## src/rtl/clk_div_pkg.sv

```systemverilog
// Shared definitions for the run-time clock divider controller: controller
// state encoding, default counter width and the ratio legality check.
package clk_div_pkg;

  localparam int CLK_DIV_CNT_W = 16;

  typedef enum logic [1:0] {
    IDLE     = 2'd0,
    RUN      = 2'd1,
    STOPPING = 2'd2
  } state_e;

  // A ratio is usable when it gives a 50 % duty cycle (even) and is not
  // below the smallest ratio the divider is built for.
  function automatic logic is_legal_div(input int unsigned n, input int unsigned min_div);
    return (n[0] == 1'b0) && (n >= min_div);
  endfunction

endpackage

```

## src/rtl/clk_div_core.sv

```systemverilog
// Half-period counter and output toggle flop of the even-ratio divider.
// The controller supplies the half period H and a count enable; the core
// reports the high-to-low boundary so the controller can sequence stops
// and ratio changes. Optional macro CLK_DIV_CTRL_STROBE_EN adds registered
// rise/fall strobes aligned with the output edges.
module clk_div_core
  import clk_div_pkg::*;
#(
  parameter int P_CNT_W = CLK_DIV_CNT_W
) (
  input  logic               i_clk,
  input  logic               i_rst,
  input  logic               i_cnt_en,
  input  logic [P_CNT_W-1:0] i_half,
  output logic               o_clk_div,
  output logic               o_boundary
`ifdef CLK_DIV_CTRL_STROBE_EN
  ,
  output logic               o_rise,
  output logic               o_fall
`endif
);

  logic [P_CNT_W-1:0] cnt;
  logic               toggle;

  assign toggle     = i_cnt_en && (cnt == (i_half - 1'b1));
  assign o_boundary = toggle && o_clk_div;

  // Count through one half period, flip the output at its last cycle; a
  // disabled core parks low with the counter cleared.
  // NOTE: state flops use non-blocking assignments so every flop samples
  // pre-edge values regardless of statement order.
  always_ff @(posedge i_clk or posedge i_rst) begin
    if (i_rst) begin
      cnt       <= '0;
      o_clk_div <= 1'b0;
    end else if (!i_cnt_en) begin
      cnt       <= '0;
      o_clk_div <= 1'b0;
    end else if (toggle) begin
      cnt       <= '0;
      o_clk_div <= ~o_clk_div;
    end else begin
      cnt <= cnt + 1'b1;
    end
  end

`ifdef CLK_DIV_CTRL_STROBE_EN
  // One-cycle strobes registered on the same edge that changes o_clk_div.
  always_ff @(posedge i_clk or posedge i_rst) begin
    if (i_rst) begin
      o_rise <= 1'b0;
      o_fall <= 1'b0;
    end else begin
      o_rise <= toggle && !o_clk_div;
      o_fall <= o_boundary;
    end
  end
`endif

endmodule

```

## src/rtl/clk_div_ctrl.sv

```systemverilog
// Run-time controller for the 50 %-duty even-ratio clock divider.
// Sequences enable/stop so the output always starts and stops low with no
// truncated high phase, and accepts new ratios over a valid/ready port,
// applying them only at a high-to-low boundary (or at once when idle).
// Optional macro CLK_DIV_CTRL_STROBE_EN adds o_rise/o_fall enable strobes.
module clk_div_ctrl
  import clk_div_pkg::*;
#(
  parameter int P_CNT_W       = CLK_DIV_CNT_W,
  parameter int P_DEFAULT_DIV = 2,
  parameter int P_MIN_DIV     = 2
) (
  input  logic               i_clk,
  input  logic               i_rst,
  input  logic               i_en,
  input  logic               i_cfg_valid,
  input  logic [P_CNT_W-1:0] i_cfg_div,
  output logic               o_cfg_ready,
  output logic               o_cfg_err,
  output logic               o_clk_div,
  output logic               o_active,
  output logic [P_CNT_W-1:0] o_div_cur
`ifdef CLK_DIV_CTRL_STROBE_EN
  ,
  output logic               o_rise,
  output logic               o_fall
`endif
);

  state_e             state;
  logic               boundary;
  logic               cnt_en;
  logic               xfer;
  logic               cfg_legal;
  logic               apply;
  logic               pend_vld;
  logic [P_CNT_W-1:0] pend_div;
  logic [P_CNT_W-1:0] half;

  assign half      = o_div_cur >> 1;
  assign xfer      = i_cfg_valid && o_cfg_ready;
  assign cfg_legal = is_legal_div(32'(i_cfg_div), P_MIN_DIV);
  assign apply     = pend_vld && ((state == IDLE) || boundary);

  // Counting stops only when RUN loses its enable during the low half;
  // a high half is always completed.
  assign cnt_en = ((state == RUN) && (i_en || o_clk_div)) || (state == STOPPING);

  clk_div_core #(
    .P_CNT_W (P_CNT_W)
  ) u_core (
    .i_clk      (i_clk),
    .i_rst      (i_rst),
    .i_cnt_en   (cnt_en),
    .i_half     (half),
    .o_clk_div  (o_clk_div),
    .o_boundary (boundary)
`ifdef CLK_DIV_CTRL_STROBE_EN
    ,
    .o_rise     (o_rise),
    .o_fall     (o_fall)
`endif
  );

  // Enable/stop sequencing with o_active registered alongside the state.
  always_ff @(posedge i_clk or posedge i_rst) begin
    if (i_rst) begin
      state    <= IDLE;
      o_active <= 1'b0;
    end else begin
      case (state)
        IDLE: begin
          if (i_en) begin
            state    <= RUN;
            o_active <= 1'b1;
          end
        end
        RUN: begin
          if (!i_en) begin
            // A fall happening on this very edge already ends the high half.
            if (!o_clk_div || boundary) begin
              state    <= IDLE;
              o_active <= 1'b0;
            end else begin
              state <= STOPPING;
            end
          end
        end
        STOPPING: begin
          if (i_en) begin
            state <= RUN;
          end else if (boundary) begin
            state    <= IDLE;
            o_active <= 1'b0;
          end
        end
        default: begin
          state    <= IDLE;
          o_active <= 1'b0;
        end
      endcase
    end
  end

  // Config handshake: accept or reject an offer, apply a pending ratio at
  // the next safe point and reopen the port in the same edge.
  always_ff @(posedge i_clk or posedge i_rst) begin
    if (i_rst) begin
      o_cfg_ready <= 1'b1;
      o_cfg_err   <= 1'b0;
      pend_vld    <= 1'b0;
      o_div_cur   <= P_CNT_W'(P_DEFAULT_DIV);
    end else begin
      o_cfg_err <= xfer && !cfg_legal;
      if (apply) begin
        o_div_cur   <= pend_div;
        pend_vld    <= 1'b0;
        o_cfg_ready <= 1'b1;
      end else if (xfer && cfg_legal) begin
        pend_vld    <= 1'b1;
        o_cfg_ready <= 1'b0;
      end
    end
  end

  // Pending ratio payload, captured on a legal transfer.
  // NOTE: only the valid flag needs a reset; the payload is never read
  // while pend_vld is low, so it is left as a plain data register.
  always_ff @(posedge i_clk) begin
    if (xfer && cfg_legal) begin
      pend_div <= i_cfg_div;
    end
  end

endmodule

```

## config.mk

```make
export PLATFORM = sky130hd
export DESIGN_NAME = clk_div_ctrl
export DESIGN_NICKNAME = d
export VERILOG_FILES = /design/src/rtl/clk_div_pkg.sv /design/src/rtl/clk_div_core.sv /design/src/rtl/clk_div_ctrl.sv
export SDC_FILE = /design/constraint.sdc
export NUM_CORES = 1
export LEC_CHECK = 0
export ABC_AREA = 1
export CAP_MARGIN = 0
export CORE_AREA = 2 2 88 90
export DETAILED_ROUTE_END_ITERATION = 12
export DIE_AREA = 0 0 90 92
export GPL_TIMING_DRIVEN = 0
export RECOVER_POWER = 25
export SETUP_SLACK_MARGIN = 0.15
export SLEW_MARGIN = 20
export SYNTH_ARGS = -nofsm -noshare
export SYNTH_HDL_FRONTEND = slang
export SYNTH_SLANG_ARGS = --single-unit
```

## constraint.sdc

```tcl
create_clock -name i_clk -period 2.4 [get_ports i_clk]
set_input_delay 0.6 -clock i_clk [delete_from_list [all_inputs] [get_ports i_clk]]
set_output_delay 0.6 -clock i_clk [all_outputs]
set_load 0.05 [all_outputs]
```

; ---- Word level (Yosys, flattened, before mapping)
; Index checks and enable logic that the tools add are counted.
[op_classes]
add_sub_neg = 2
n_eq_ne = 10
n_bitwise = 2
reduce_logical = 18
muxes = 20
n_lt_le_gt_ge = 1
[op_table]
columns = cell, count
row1 = 16-bit 2-to-1 mux, 2
row2 = "16-bit by 1-bit adder with 16-bit output, second input constant", 1
row3 = 16-bit equality test, 1
row4 = "16-bit by 2-bit greater-or-equal comparator with 1-bit output, second input constant", 1
row5 = "15-bit by 1-bit subtractor with 16-bit output, second input constant", 1
row6 = 1-bit 2-to-1 mux, 11
row7 = 2-bit 2-to-1 mux, 5
row8 = "2-bit != test, second input constant", 5
row9 = 1-bit logical AND, 8
row10 = 2-bit case mux with 3 select lines, 1
row11 = 5-bit AND reduction, 1
row12 = 1-bit logical OR, 4
row13 = "3-bit != test, second input constant", 1
row14 = 1-bit case mux with 3 select lines, 1
row15 = 3-bit AND reduction, 1
row16 = "2-bit by 1-bit equality test with 1-bit output, second input constant", 1
row17 = "2-bit equality test, second input constant", 1
row18 = 1-bit zero test, 2
row19 = 2-bit zero test, 1
row20 = "2-bit by 1-bit != test with 1-bit output, second input constant", 1
row21 = 1-bit NOT, 2
row22 = 2-bit nonzero test, 1
[word_totals]
register_bits = 55

; ---- Depth between registers and ports, before layout
; Gate-level depths: netlist (run 1).
[logic_depth]
word_depth = 9
depth_mapped = 18
depth_no_buf = 18

; ---- By module
; A second synthesis (run 1) with hierarchy kept.
[hier_totals]
cells_unflattened = 390
area_unflattened_um2 = 3031.7
[by_module_without_submodules]
columns = module, cells_per_inst, instances, area_per_inst_um2
row1 = clk_div_core, 253, 1, 1580.3
row2 = clk_div_ctrl, 137, 1, 1451.4

; ---- Worst setup path before layout (run 1)
; No wires, ideal clock.
[synth_path]
kind = register to register
startpoint = register o_div_cur[1]
endpoint = register o_div_cur[6]
t_arrival_ns = 2.263
setup_ns = 0.120
n_path_buf = 1
setup_slack_ns = 0.017
stages_incl_launch_ff = 16
required_ns = 2.280
cell_sequence = dfstp_2 > inv_1 > ha_1 > nand2_1 > nand2_1 > nand2_1 > nor2_1 > nor2_1 > nand3_1 > nor2_1 > nand4_2 > nand2_4 > nand2_4 > buf_6 > nand2_1 > nand2_1
[synth_between]
elab_chain_len = 6
[synth_lines]
columns = element, line_no
row1 = start: declaration, clk_div_ctrl.sv:22  ; output logic [P_CNT_W-1:0] o_div_cur
row2 = start signal: assignment, clk_div_ctrl.sv:112  ; o_div_cur <= P_CNT_W'(P_DEFAULT_DIV);
row3 = start signal: assignment, clk_div_ctrl.sv:116  ; o_div_cur <= pend_div;
row4 = 15-bit by 1-bit subtractor with 16-bit output, clk_div_core.sv:27  ; assign toggle = i_cnt_en && (cnt == (i_half - 1'b1));
row5 = 16-bit equality test, clk_div_core.sv:27
row6 = 1-bit logical AND, clk_div_core.sv:27
row7 = 1-bit logical AND, clk_div_core.sv:28  ; assign o_boundary = toggle && o_clk_div;
row8 = 1-bit logical OR, clk_div_ctrl.sv:43  ; assign apply = pend_vld && ((state == IDLE) || boundary);
row9 = 1-bit logical AND, clk_div_ctrl.sv:43
; No other way between the ends.
; A chain may end at the register's enable or synchronous reset.

; ---- Final worst setup path (run 1)
[layout_path]
startpoint = register o_div_cur[1]
endpoint = register o_div_cur[15]
; Same word-level chain as after synthesis.

==> impl.org, run 1 <==
** Worst setup path
- The largest individual stage delay along the critical path comes from the cell sky130_fd_sc_hd__dfstp_4.
- For this run, the slowest stage of the critical path takes 640 ps.
- Data required time at the worst endpoint :: 2610 ps
- The most numerous cell type found on the critical path is sky130_fd_sc_hd__nand2_1.
- In this run the number of cells on the critical path is 14.
- STA classifies the critical path endpoint as a register.
- WS Path Type :: reg -> reg
- On the critical path the largest part of the delay comes from simple AND/OR/NAND/NOR gates.
- Critical path startpoint category :: register
- Cells along the critical path :: inv_4 > ha_4 > xnor2_2 > nor2_1 > nand2_1 > nor2_2 > nand3_2 > nor2_4 > nand4_4 > nand2_4 > nand2_8 > buf_6 > nand2_2 > nand2_1
- CP Buf/Inv Count :: 2
- At the worst endpoint, the arrival time is 2420 ps.
- Along the worst path, the maximum fanout reaches 6.
- Counting cells, the worst reg-to-reg path comes to 14.

** Layout
- Final antenna diode count :: 0
- The finished cells cover 3750 um2.
- Filler Cells Inserted :: 734
- Of the cells placed in the final design, the portion with a size suffix greater than 1 is 14.3%.
- Register Area :: 1470 um2
- In the final design database the tool counted 433 nets.
- Combined area of the multi-input logic cells :: 1330 um2
- Synthesis-to-layout area growth :: 30.5%

** Status
- Outcome :: finished clean

** Route
- In the routed design, unresolved DRC markers number 0.
- After detailed routing, the average wire length per cell comes to 11.8 um.
- After detailed routing, the number of vias per cell comes to 4.63.
- Overall via count from detail_route :: 2,378
- Before antenna repair, the detailed router went through 4 iterations.
- ANT nets after route :: 0
- The routed design has 6.07 mm of wire.
- In this run, the number of DRC markers left after iteration 0 of detailed routing was 84.

** Clock tree
- Clock tree from TritonCTS :: built
- TritonCTS created 5 clock buffers.
- After clock tree synthesis, the clock-pin slew on the worst setup and hold paths is 100 ps.
- Number of levels in the clock H-tree :: 2
- The tree is rooted in a sky130_fd_sc_hd__clkbuf_8.
- Number of buffers on the longest clock path :: 2
- Number of sinks driven by the clock tree :: 55
- The number of hold buffers added after CTS was 0.
- The clock reaches the later pin of the worst-skew pair after 310 ps.

** STA
- Timing would allow up to 452 MHz.
- Between clock sinks in the finished design, the worst skew comes to 9.34 ps.
- Actual slew at the worst max-slew pin :: 868 ps
- Final hold viol count :: 0
- The number of max-slew violations in the final report is 0.
- In this run the tightest slew margin relative to its limit is 42.1%.
- Shortest clock period the worst path allows after layout :: 2210 ps
- Number of setup violations in the final report :: 0
- Crit share post-route :: 92.3%
- Total negative slack :: 0 ps
- Setup repair after global routing could not meet its margin everywhere.

** Synthesis
- Post-synthesis async set-or-reset flop share :: 70.9%
- After synthesis, flip-flops and latches occupy 50.8% of the total area.
- Synthesis produced a netlist whose cell count is 356.
- The netlist uses 33 different library cells.
- For this run, the leading register cell type out of synthesis is sky130_fd_sc_hd__dfrtp_1.
- Counting flops with a built-in enable in the synthesized netlist gives 16.
- Synthesis inferred 55 register bits.
- Area of the mapped netlist :: 2870 um2
- A synthesized cell averages 8.07 um2.
- Yosys printed 0 warnings.
- The number of nets handed over by synthesis was 378.

** Placed design
- Routability-driven placement finished with a final weighted congestion of 0.836.
- DP HPWL :: 4.54 mm
- Number of I/O port buffers :: 39
- Instance area at placement :: 3450 um2

** GRT
- Largest net degree at the start of global routing :: 21
- Wire length of the first global-routing pass :: 10.6 mm
- Global routing consumed, on the met3 layer, 3.86% of the routing resources.
- Vias in the first global route :: 2,283
- Global Route met1 Usage :: 19.6%
- GRT Resource Usage Total :: 15.8%
- Overflow after GRT :: 0
- Met2 Resource Use GR :: 27.6%
- Antenna violations before repair :: 0
- Busiest layer in global routing :: met2

** Floorplanning
- # IOs :: 40
- The floorplan step defined a die boundary enclosing 8280 um2.
- Starting density of the core :: 38.6%
- The die is 90 um wide.
- Row generation in the floorplan step produced 32 rows.
- Height of the die :: 92 um
- Placeable core region :: 7450 um2

** Hold path
- The min-delay analysis places its worst path in the category reg -> reg.
- Counting instances, the worst hold path has a depth of 2.

** Power and ir drop
- Worst ir drop on vdd :: 0.401 mV
- For this design the static power due to leakage is 1.91 nW.
- Power spread over the standard cell area amounts to 536 nW/um2.

** Job
- Max capacitance violation total :: 0
## logic make-up after synthesis
| family | Yosys count | share of synthesized area (%) |
|---|---|---|
| flops | 55 | 50.8 |
| fa+ha+maj | 2 | 0.871 |
| xor+xnor | 20 | 6.09 |
| simple gates | 216 | 32.2 |
| buf+inv | 48 | 7.01 |
| compound gates | 15 | 3.05 |
## area by class of cell
class,instances,area share (%)
clock buffer,6,1.93
tap,102,3.40
timing repair buffer,48,13.3
inverter,42,4.27
buffer,6,1.43
clock inverter,2,1.00
multi-input combinational,253,35.6
sequential,55,39.1
## cell usage after synthesis (4+ instances only)
cell type	number	area (um2)
sky130_fd_sc_hd__a21oi_1	4	20.0
sky130_fd_sc_hd__nand2_1	112	420
sky130_fd_sc_hd__o21ai_0	6	30.0
sky130_fd_sc_hd__inv_1	41	154
sky130_fd_sc_hd__nor3_1	7	35.0
sky130_fd_sc_hd__edfxtp_1	16	480
sky130_fd_sc_hd__dfrtp_1	37	926
sky130_fd_sc_hd__xnor2_1	9	78.8
sky130_fd_sc_hd__nor2_1	47	176
sky130_fd_sc_hd__nand3_1	33	165
sky130_fd_sc_hd__xor2_1	11	96.3
## layer usage
| layer | vias to the layer above | routed length, um |
|---|---|---|
| met5 | - | 0 |
| met4 | 0 | 58 |
| met3 | 4 | 265 |
| met2 | 43 | 3140 |
| met1 | 1090 | 2610 |
| li1 | 1241 | - |
## where the power goes
part | total [mW] | leakage [nW] | switching [mW] | internal, mW
clock network | 0.611 | 0.0514 | 0.299 | 0.312
registers | 1.04 | 0.670 | 0.0409 | 0.999
logic | 0.359 | 1.19 | 0.214 | 0.145
total | 2.01 | 1.91 | 0.554 | 1.46
## cells in the final DEF (no fill, tap or decap), types with 7 or more instances in the layout
master,instances
sky130_fd_sc_hd__edfxtp_1,16
sky130_fd_sc_hd__xnor2_1,8
sky130_fd_sc_hd__dfrtp_1,34
sky130_fd_sc_hd__nand2_2,14
sky130_fd_sc_hd__nand3_1,32
sky130_fd_sc_hd__clkdlybuf4s50_1,11
sky130_fd_sc_hd__inv_1,40
sky130_fd_sc_hd__xor2_1,11
sky130_fd_sc_hd__nor2_1,42
sky130_fd_sc_hd__dlygate4sd3_1,17
sky130_fd_sc_hd__nand2_1,96
sky130_fd_sc_hd__buf_6,7
## repair_timing
item,in CTS,in global routing
endpoints found under the setup margin,35,38
gates cloned,1,0
setup buffers,5,2
resized for setup,13,34
pin swaps,8,3
## registers in the layout, summed over array words and instances, names as in the netlist
register,flops
o_active,1
o_cfg_err,1
o_cfg_ready,1
o_div_cur,16
pend_div,16
pend_vld,1
state,2
u_core.cnt,16
u_core.o_clk_div,1
## worst paths after layout
path | start | to | slack [ps]
worst max-delay path | o_div_cur[1]$_DFFE_PP1P_ | o_div_cur[15]$_DFFE_PP0P_ | 190
worst min-delay path | o_active$_DFFE_PP0P_ | o_active$_DFFE_PP0P_ | 490
worst max register to register | o_div_cur[1]$_DFFE_PP1P_ | o_div_cur[15]$_DFFE_PP0P_ | 190
worst min register to register | o_active$_DFFE_PP0P_ | o_active$_DFFE_PP0P_ | 490
max in group asynchronous | i_rst | o_cfg_ready$_DFFE_PP1P_ | 840
min in group asynchronous | i_rst | o_div_cur[5]$_DFFE_PP0P_ | 900
## through the flow
step                      cells  power [mW]  utilization [%]  hold slack (ps)  worst slack (ps)
after floorplan             356        1.26                -              455               160
after global placement      497        1.36             45.9              458              -415
after detailed placement    498        1.38             46.3              462             -49.4
after CTS                   512        2.01             48.8              493               143
after global routing        514        2.12             50.4              510              14.7
final                       514        2.01             50.4              486               186
## tightest hold or removal path: cells and delay by family (launching register included)
family | cells | cell delay, ps
simple gates | 2 | 100
flops | 1 | 350
Power figures use the tool's default switching activity.
==> inputs of run 2 (changes only) <==
--- a/config.mk
+++ b/config.mk
@@ -17,3 +17,4 @@
 export SYNTH_ARGS = -nofsm -noshare
 export SYNTH_HDL_FRONTEND = slang
 export SYNTH_SLANG_ARGS = --single-unit
+export TNS_END_PERCENT = 10
==> run 2 against run 1 <==
Clock-buffer cell count unchanged. Maximum frequency down 1.5%. Utilization did not move. Critical path type unchanged. Largest cell class unchanged. Largest power group unchanged.
==> impl.org, run 2 (synthesis results as in run 1) <==
** Placed design
- Cell total after placement :: 498
- The wire-length estimate of the detail-placed layout is 4.54 mm.
- In this run the tool buffered the top-level ports with 39 buffer cells.
- Worst-case setup slack after placement :: -49.4 ps
- At the end of routability-driven placement, the weighted congestion stood at 0.836.

** Clock tree
- Clock-pin slew on the worst setup and hold paths :: 100 ps
- Clock tree from TritonCTS :: built
- The number of clock buffers added by TritonCTS is 5.
- The longest clock path from root to sink contains 2 buffers.
- Number of levels in the clock H-tree :: 2
- The root buffer cell chosen for the clock tree is sky130_fd_sc_hd__clkbuf_8.
- The tree built by TritonCTS fans out to 55 sinks.
- Clock latency of the later-clocked register in the worst-skew pair :: 310 ps

** Job
- Max capacitance violation total :: 0

** Layout
- In the final layout, the multi-input gates occupy 1320 um2.
- Final antenna diode count :: 0
- In the layout the commonest cells are 103 x sky130_fd_sc_hd__nand2_1, 43 x sky130_fd_sc_hd__nor2_1, 40 x sky130_fd_sc_hd__inv_1.
- Register Area :: 1470 um2
- The library cell used most frequently in the layout, excluding fill and tap cells, is sky130_fd_sc_hd__nand2_1.
- Top Registers :: o_div_cur (16), pend_div (16), u_core.cnt (16)
- After the last flow step, the layout net total stands at 432.
- Synthesis-to-layout area growth :: 30.5%
- The layout has 744 filler cells.
- Cell Count, Final, Fillers Out :: 513
- Proportion of layout cells with a drive suffix above 1 :: 11.9%

** Route
- After detailed routing, the number of remaining DRC violations is 0.
- In this run the remaining antenna-violating nets after routing total 0.
- The routed design uses 3.13 mm of met2 wire.
- Avg WL per Cell :: 11.8 um
- The detailed router put a total of 2.61 mm of wire on met1.
- Before antenna repair, the detailed router went through 4 iterations.
- The highest metal layer carrying signal wires in the routed design is met4.
- Overall via count from detail_route :: 2,389
- Routed wl met3 :: 259 um
- For this block, the initial DRC count from the detailed router was 82.
- After detailed routing, the number of vias per cell comes to 4.66.
- Overall routed net length :: 6.05 mm

** Floorplanning
- Starting density of the core :: 38.6%
- Width of the die :: 90 um
- From bottom edge to top edge, the die measures 92 um.
- The initialized floorplan defines 32 standard-cell rows.
- # IOs :: 40
- The die covers 8280 um2.
- Placeable core region :: 7450 um2

** STA
- Crit share post-route :: 93.6%
- For the pin with the worst max-slew slack, the measured transition is 877 ps.
- Total negative slack :: 0 ps
- Maximum frequency from static timing analysis :: 445 MHz
- The number of max-slew violations in the final report is 0.
- Final hold viol count :: 0
- Shortest clock period the worst path allows after layout :: 2250 ps
- Setup repair after global routing could not meet its margin everywhere.
- Number of setup violations in the final report :: 0
- Crit path setup slack, layout :: 153 ps
- Clock Skews :: 10.9 ps
- Final hold analysis gives a worst-case slack of 490 ps.
- Headroom to the max-slew limit came out at 41.5%.

** Power and ir drop
- Sw Share :: 27.8%
- PwrDens :: 542 nW/um2
- Per report_power, the combinational group accounts for 18.7% of the total.
- Post-layout total power :: 2.03 mW
- Summed over all cells, the static leakage comes to 1.91 nW.
- The clock network accounts for 30.1% of the total power.
- Int Pwr :: 1.47 mW
- Across the VDD grid, the largest voltage drop is 0.411 mV.
- In this run the power spent charging and discharging nets is 0.564 mW.
- Per report_power, the sequential group accounts for 51.2% of the total.

** Hold path
- Worst min-delay path class :: reg -> reg

** Status
- The flow ran to the end, and the final reports show no timing, DRC or antenna violations.

** GRT
- Overflow after GRT :: 0
- Entering global routing, the biggest net connects 21 pins.
- The number of global-route vias before repair is 2,255.
- GRT Resource Usage Total :: 15.6%
- Antenna violations before repair :: 0
- The first global-routing pass estimated 10.5 mm of wire.

** Worst setup path
- Critical path fanouts, max :: 8
- For the worst setup path, the data arrival time is 2450 ps.
- WS Path Type :: reg -> reg
- Data required time at the worst endpoint :: 2610 ps
- Kind of end point of the critical path :: register
- The worst setup path is launched from a register.
-- run 2: changes by cell type in the layout (fill, tap and decap cells not counted), sizes merged --
cell           change
clkdlybuf4s50      +1
dlygate4sd2        +1
buf                -3
clkdlybuf4s15      -1
dlymetal6s2s       -1
nand2              +1
clkbuf             +1
-- run 2: path summary, 6_finish.rpt --
kind / end / slack [ps] / depth (start not counted) / from
setup / recovery: o_div_cur[3]$_DFFE_PP0P_ / 150 / 14 / o_div_cur[1]$_DFFE_PP1P_
hold / removal: o_active$_DFFE_PP0P_ / 490 / 2 / o_active$_DFFE_PP0P_
setup reg to reg: o_div_cur[3]$_DFFE_PP0P_ / 150 / 14 / o_div_cur[1]$_DFFE_PP1P_
hold reg to reg: o_active$_DFFE_PP0P_ / 490 / 2 / o_active$_DFFE_PP0P_
max in group asynchronous: o_cfg_ready$_DFFE_PP1P_ / 830 / 3 / i_rst
min in group asynchronous: o_div_cur[5]$_DFFE_PP0P_ / 900 / 2 / i_rst
-- run 2: layout make-up --
class,instances,share of cell area [%]
Buffer,6,1.73
Multi-Input combinational cell,254,35.3
Sequential cell,55,39.1
Inverter,42,4.27
Clock buffer,6,1.93
Tap cell,102,3.40
Timing Repair Buffer,46,13.3
Clock inverter,2,1.00
-- run 2: through the flow --
stage,utilization (%),instance area (um2)
floorplan,-,2900
global placement,45.9,3420
detailed placement,46.3,3450
CTS,48.0,3570
global route,50.4,3750
finish,50.4,3750
-- run 2: routing by layer --
layer | vias to the layer above | GRT usage, %
li1 | 1238 | -
met1 | 1097 | 19.5
met2 | 50 | 27.1
met3 | 4 | 3.86
met4 | 0 | 3.85
met5 | - | 0
-- run 2: power by group through the flow --
| stage | clock [mW] | combinational [mW] | sequential (mW) |
|---|---|---|---|
| finish | 0.612 | 0.380 | 1.04 |
| global route | 0.672 | 0.422 | 1.05 |
| CTS | 0.626 | 0.338 | 1.04 |
| detailed placement | 0 | 0.320 | 1.06 |
| global placement | 0 | 0.311 | 1.05 |
| floorplan | 0 | 0.160 | 1.10 |
-- run 2: critical path, cell delays in order, from the launching register on --
cell and delay [ps]:
sky130_fd_sc_hd__dfstp_4 650, sky130_fd_sc_hd__inv_4 40, sky130_fd_sc_hd__ha_4 230, sky130_fd_sc_hd__xnor2_2 120, sky130_fd_sc_hd__nor2_1 90, sky130_fd_sc_hd__nand2_1 70
sky130_fd_sc_hd__nor2_2 90, sky130_fd_sc_hd__nand3_2 110, sky130_fd_sc_hd__nor2_4 130, sky130_fd_sc_hd__nand4_4 120, sky130_fd_sc_hd__nand2_8 150, sky130_fd_sc_hd__nand2_8 80
sky130_fd_sc_hd__clkbuf_16 170, sky130_fd_sc_hd__nand2_2 50, sky130_fd_sc_hd__nand2_1 40
-- run 2: timing repair --
item	4_1_cts	5_1_grt
gates cloned	0	2
pin swaps	5	2
setup buffers	0	5
gates resized for setup	10	24
hold buffers	0	0
endpoints found under the setup margin	35	38
==> inputs of run 3 (changes only) <==
--- a/config.mk
+++ b/config.mk
@@ -11,6 +11,7 @@
 export DETAILED_ROUTE_END_ITERATION = 12
 export DIE_AREA = 0 0 90 92
 export GPL_TIMING_DRIVEN = 0
+export MAX_ROUTING_LAYER = met4
 export RECOVER_POWER = 25
 export SETUP_SLACK_MARGIN = 0.15
 export SLEW_MARGIN = 20
==> run 3 against run 2 <==
Critical path depth unchanged. Highest routed layer unchanged. Maximum frequency about the same. Register-to-register slack about the same. Combinational power about the same. Largest cell class unchanged. Utilization unchanged. Cell area unchanged. Sequential cell count unchanged. Critical endpoint unchanged. Clock-buffer cell count unchanged. Non-clock buffer count unchanged. Hold slack about the same.
==> impl.org, run 3 (synthesis results as in run 1) <==
** Status
- The flow ran to the end, and the final reports show no timing, DRC or antenna violations.

** Worst setup path
- Together, buffers and inverters on the worst path number 2.
- STA puts the critical path data required time at 2610 ps.
- For the worst setup path, the data arrival time is 2460 ps.
- The critical path is of the reg -> reg type.
- Cell with the biggest individual delay on the critical path :: sky130_fd_sc_hd__dfstp_4
- The worst setup path is captured at a register.
- Critical path startpoint category :: register
- Kind of cell adding the most delay to the critical path :: simple AND/OR/NAND/NOR gates
- The largest single stage delay on the critical path is 650 ps.
- Traced cell by cell, the critical path runs through inv_4 > ha_4 > xnor2_2 > nor2_1 > nand2_1 > nor2_2 > nand3_2 > nor2_4 > nand4_4 > nand2_8 > nand2_8 > clkbuf_16 > nand2_2 > nand2_1.
- In this run the worst path has a maximum fanout of 8.

** Route
- Detailed Route Iter0 Violations :: 90
- After detailed routing, the total wire length is 6.06 mm.
- Avg WL per Cell :: 11.8 um
- ANT nets after route :: 0
- Ratio of routed vias to standard cells :: 4.66
- The routed layout has 2,389 vias.
- DRT Pass-1 Iters :: 4
- DR DRC count :: 0

** Power and ir drop
- Post-layout total power :: 2.03 mW
- The analysis attributes to net switching a power of 0.565 mW.
- VDD sags by at most 0.412 mV.
- Int Pwr :: 1.47 mW
- Net switching is 27.8% of the power.
- Of the total power, the clock network draws 30.1%.
- Reg power frac :: 51.2%
- Power spread over the standard cell area amounts to 542 nW/um2.
- Share of power burned in combinational logic :: 18.7%
- For this design the static power due to leakage is 1.91 nW.

** Layout
- Leaving out fill and tap cells, the most frequent cells in the layout are 103 x sky130_fd_sc_hd__nand2_1, 43 x sky130_fd_sc_hd__nor2_1, 40 x sky130_fd_sc_hd__inv_1.
- The net count of the finished layout is 432.
- The finished layout holds 513 standard cells, fillers aside.
- In the final layout, the share of cells above drive strength 1 is 11.9%.
- 0 antenna diodes ended up in the layout.
- Synthesis-to-layout area growth :: 30.5%
- Final non-filler cell area :: 3750 um2
- The largest registers in the layout are o_div_cur (16), pend_div (16), u_core.cnt (16).
- Cells fill 50.4% of the core in the end.
- The library cell used most frequently in the layout, excluding fill and tap cells, is sky130_fd_sc_hd__nand2_1.

** Floorplanning
- # IOs :: 40
- The floorplan step set the die height to 92 um.
- For this configuration, the core starts out at a cell density of 38.6%.
- The die covers 8280 um2.
- The total area inside the core boundary comes to 7450 um2.
- From left edge to right edge, the die measures 90 um.
- Num rows :: 32

** STA
- Setup repair after global routing could not meet its margin everywhere.
- On the final layout, the worst hold slack is 490 ps.
- Final hold viol count :: 0
- Crit path setup slack, layout :: 151 ps
- Shortest clock period the worst path allows after layout :: 2250 ps
- For the pin with the worst max-slew slack, the measured transition is 872 ps.
- Crit share post-route :: 93.7%
- The number of max-slew violations in the final report came to 0.
- Number of setup violations in the final report :: 0
- On the final layout, the worst clock skew is 11.8 ps.
- Based on the critical path, the design can be clocked at up to 445 MHz.
- Relative slew margins :: 41.8%
- Total negative slack :: 0 ps

** GRT
- Wire length of the first global-routing pass :: 10.5 mm
- Largest net degree at the start of global routing :: 21
- The total overflow left after global routing is 0.
- GRT Resource Usage Total :: 16.0%
- Antenna violations before repair :: 0
- Vias in the first global route :: 2,254

** Placed design
- After detailed placement, the design holds a cell count of 498.
- Final weighted congestion of routability-driven global placement :: 0.849
- After legalization and detailed placement, the total HPWL measured 4.54 mm.
- Summing all placed instances gives a cell area of 3450 um2.
- Port buffering added 39 buffers.
- Worst-case setup slack after placement :: -49.4 ps

** Clock tree
- Clock tree from TritonCTS :: built
- Number of levels in the clock H-tree :: 2
- Clock latency of the later-clocked register in the worst-skew pair :: 310 ps
- Clock-pin slew on the worst setup and hold paths :: 100 ps
- Number of sinks driven by the clock tree :: 55
- In this run, post-CTS hold repair placed 0 buffers.
- Clock tree root buffer cell :: sky130_fd_sc_hd__clkbuf_8
- No sink is reached through more buffers than the 2 on the longest clock path.
- In this run, CTS created clock tree buffers numbering 5.

** Hold path
- Worst min-delay path class :: reg -> reg

** Job
- Max-cap violations in this run came to 0.
## run 3: final timing paths
check / from / to / slack (ps) / depth (start not counted)
hold / removal: o_active$_DFFE_PP0P_ / o_active$_DFFE_PP0P_ / 490 / 2
min in group asynchronous: i_rst / o_div_cur[5]$_DFFE_PP0P_ / 900 / 2
setup / recovery: o_div_cur[1]$_DFFE_PP1P_ / o_div_cur[3]$_DFFE_PP0P_ / 150 / 14
max in group asynchronous: i_rst / o_cfg_ready$_DFFE_PP1P_ / 840 / 3
hold reg to reg: o_active$_DFFE_PP0P_ / o_active$_DFFE_PP0P_ / 490 / 2
setup reg to reg: o_div_cur[1]$_DFFE_PP1P_ / o_div_cur[3]$_DFFE_PP0P_ / 150 / 14
## run 3: routing by layer
metal  part of all wire, %  wire [um]  global-route usage (%)  vias up
met5                     0          0                       -        -
met4                  0.99         60                    3.85        0
met3                   4.0        244                    3.53        4
met2                    52       3120                    27.1       49
met1                    43       2630                    19.8     1097
li1                      -          -                       -     1239
## run 3: area by class of cell
type | instances | area (um2)
Multi-Input combinational cell | 254 | 1320
Fill cell | 744 | 3700
Buffer | 6 | 65.1
Sequential cell | 55 | 1470
Tap cell | 102 | 128
Clock buffer | 6 | 72.6
Clock inverter | 2 | 37.5
Timing Repair Buffer | 46 | 499
Inverter | 42 | 160
## run 3: worst register-to-register path: stages (launching register included)
cell	delay (ps)
sky130_fd_sc_hd__dfstp_4	650
sky130_fd_sc_hd__inv_4	40
sky130_fd_sc_hd__ha_4	230
sky130_fd_sc_hd__xnor2_2	120
sky130_fd_sc_hd__nor2_1	90
sky130_fd_sc_hd__nand2_1	80
sky130_fd_sc_hd__nor2_2	90
sky130_fd_sc_hd__nand3_2	100
sky130_fd_sc_hd__nor2_4	130
sky130_fd_sc_hd__nand4_4	120
sky130_fd_sc_hd__nand2_8	150
sky130_fd_sc_hd__nand2_8	80
sky130_fd_sc_hd__clkbuf_16	170
sky130_fd_sc_hd__nand2_2	50
sky130_fd_sc_hd__nand2_1	40
## run 3: power by group through the flow
stage	combinational, mW	clock, mW	sequential (mW)
after floorplan	0.160	0	1.10
after global routing	0.422	0.672	1.05
after CTS	0.338	0.626	1.04
after detailed placement	0.320	0	1.06
final	0.380	0.613	1.04
after global placement	0.311	0	1.05
## run 3: timing repair
item / in CTS / in global routing
pin swaps: 5 / 2
cloned: 0 / 2
buffers inserted: 0 / 5
gates resized for setup: 10 / 24
endpoints found under the setup margin: 35 / 38
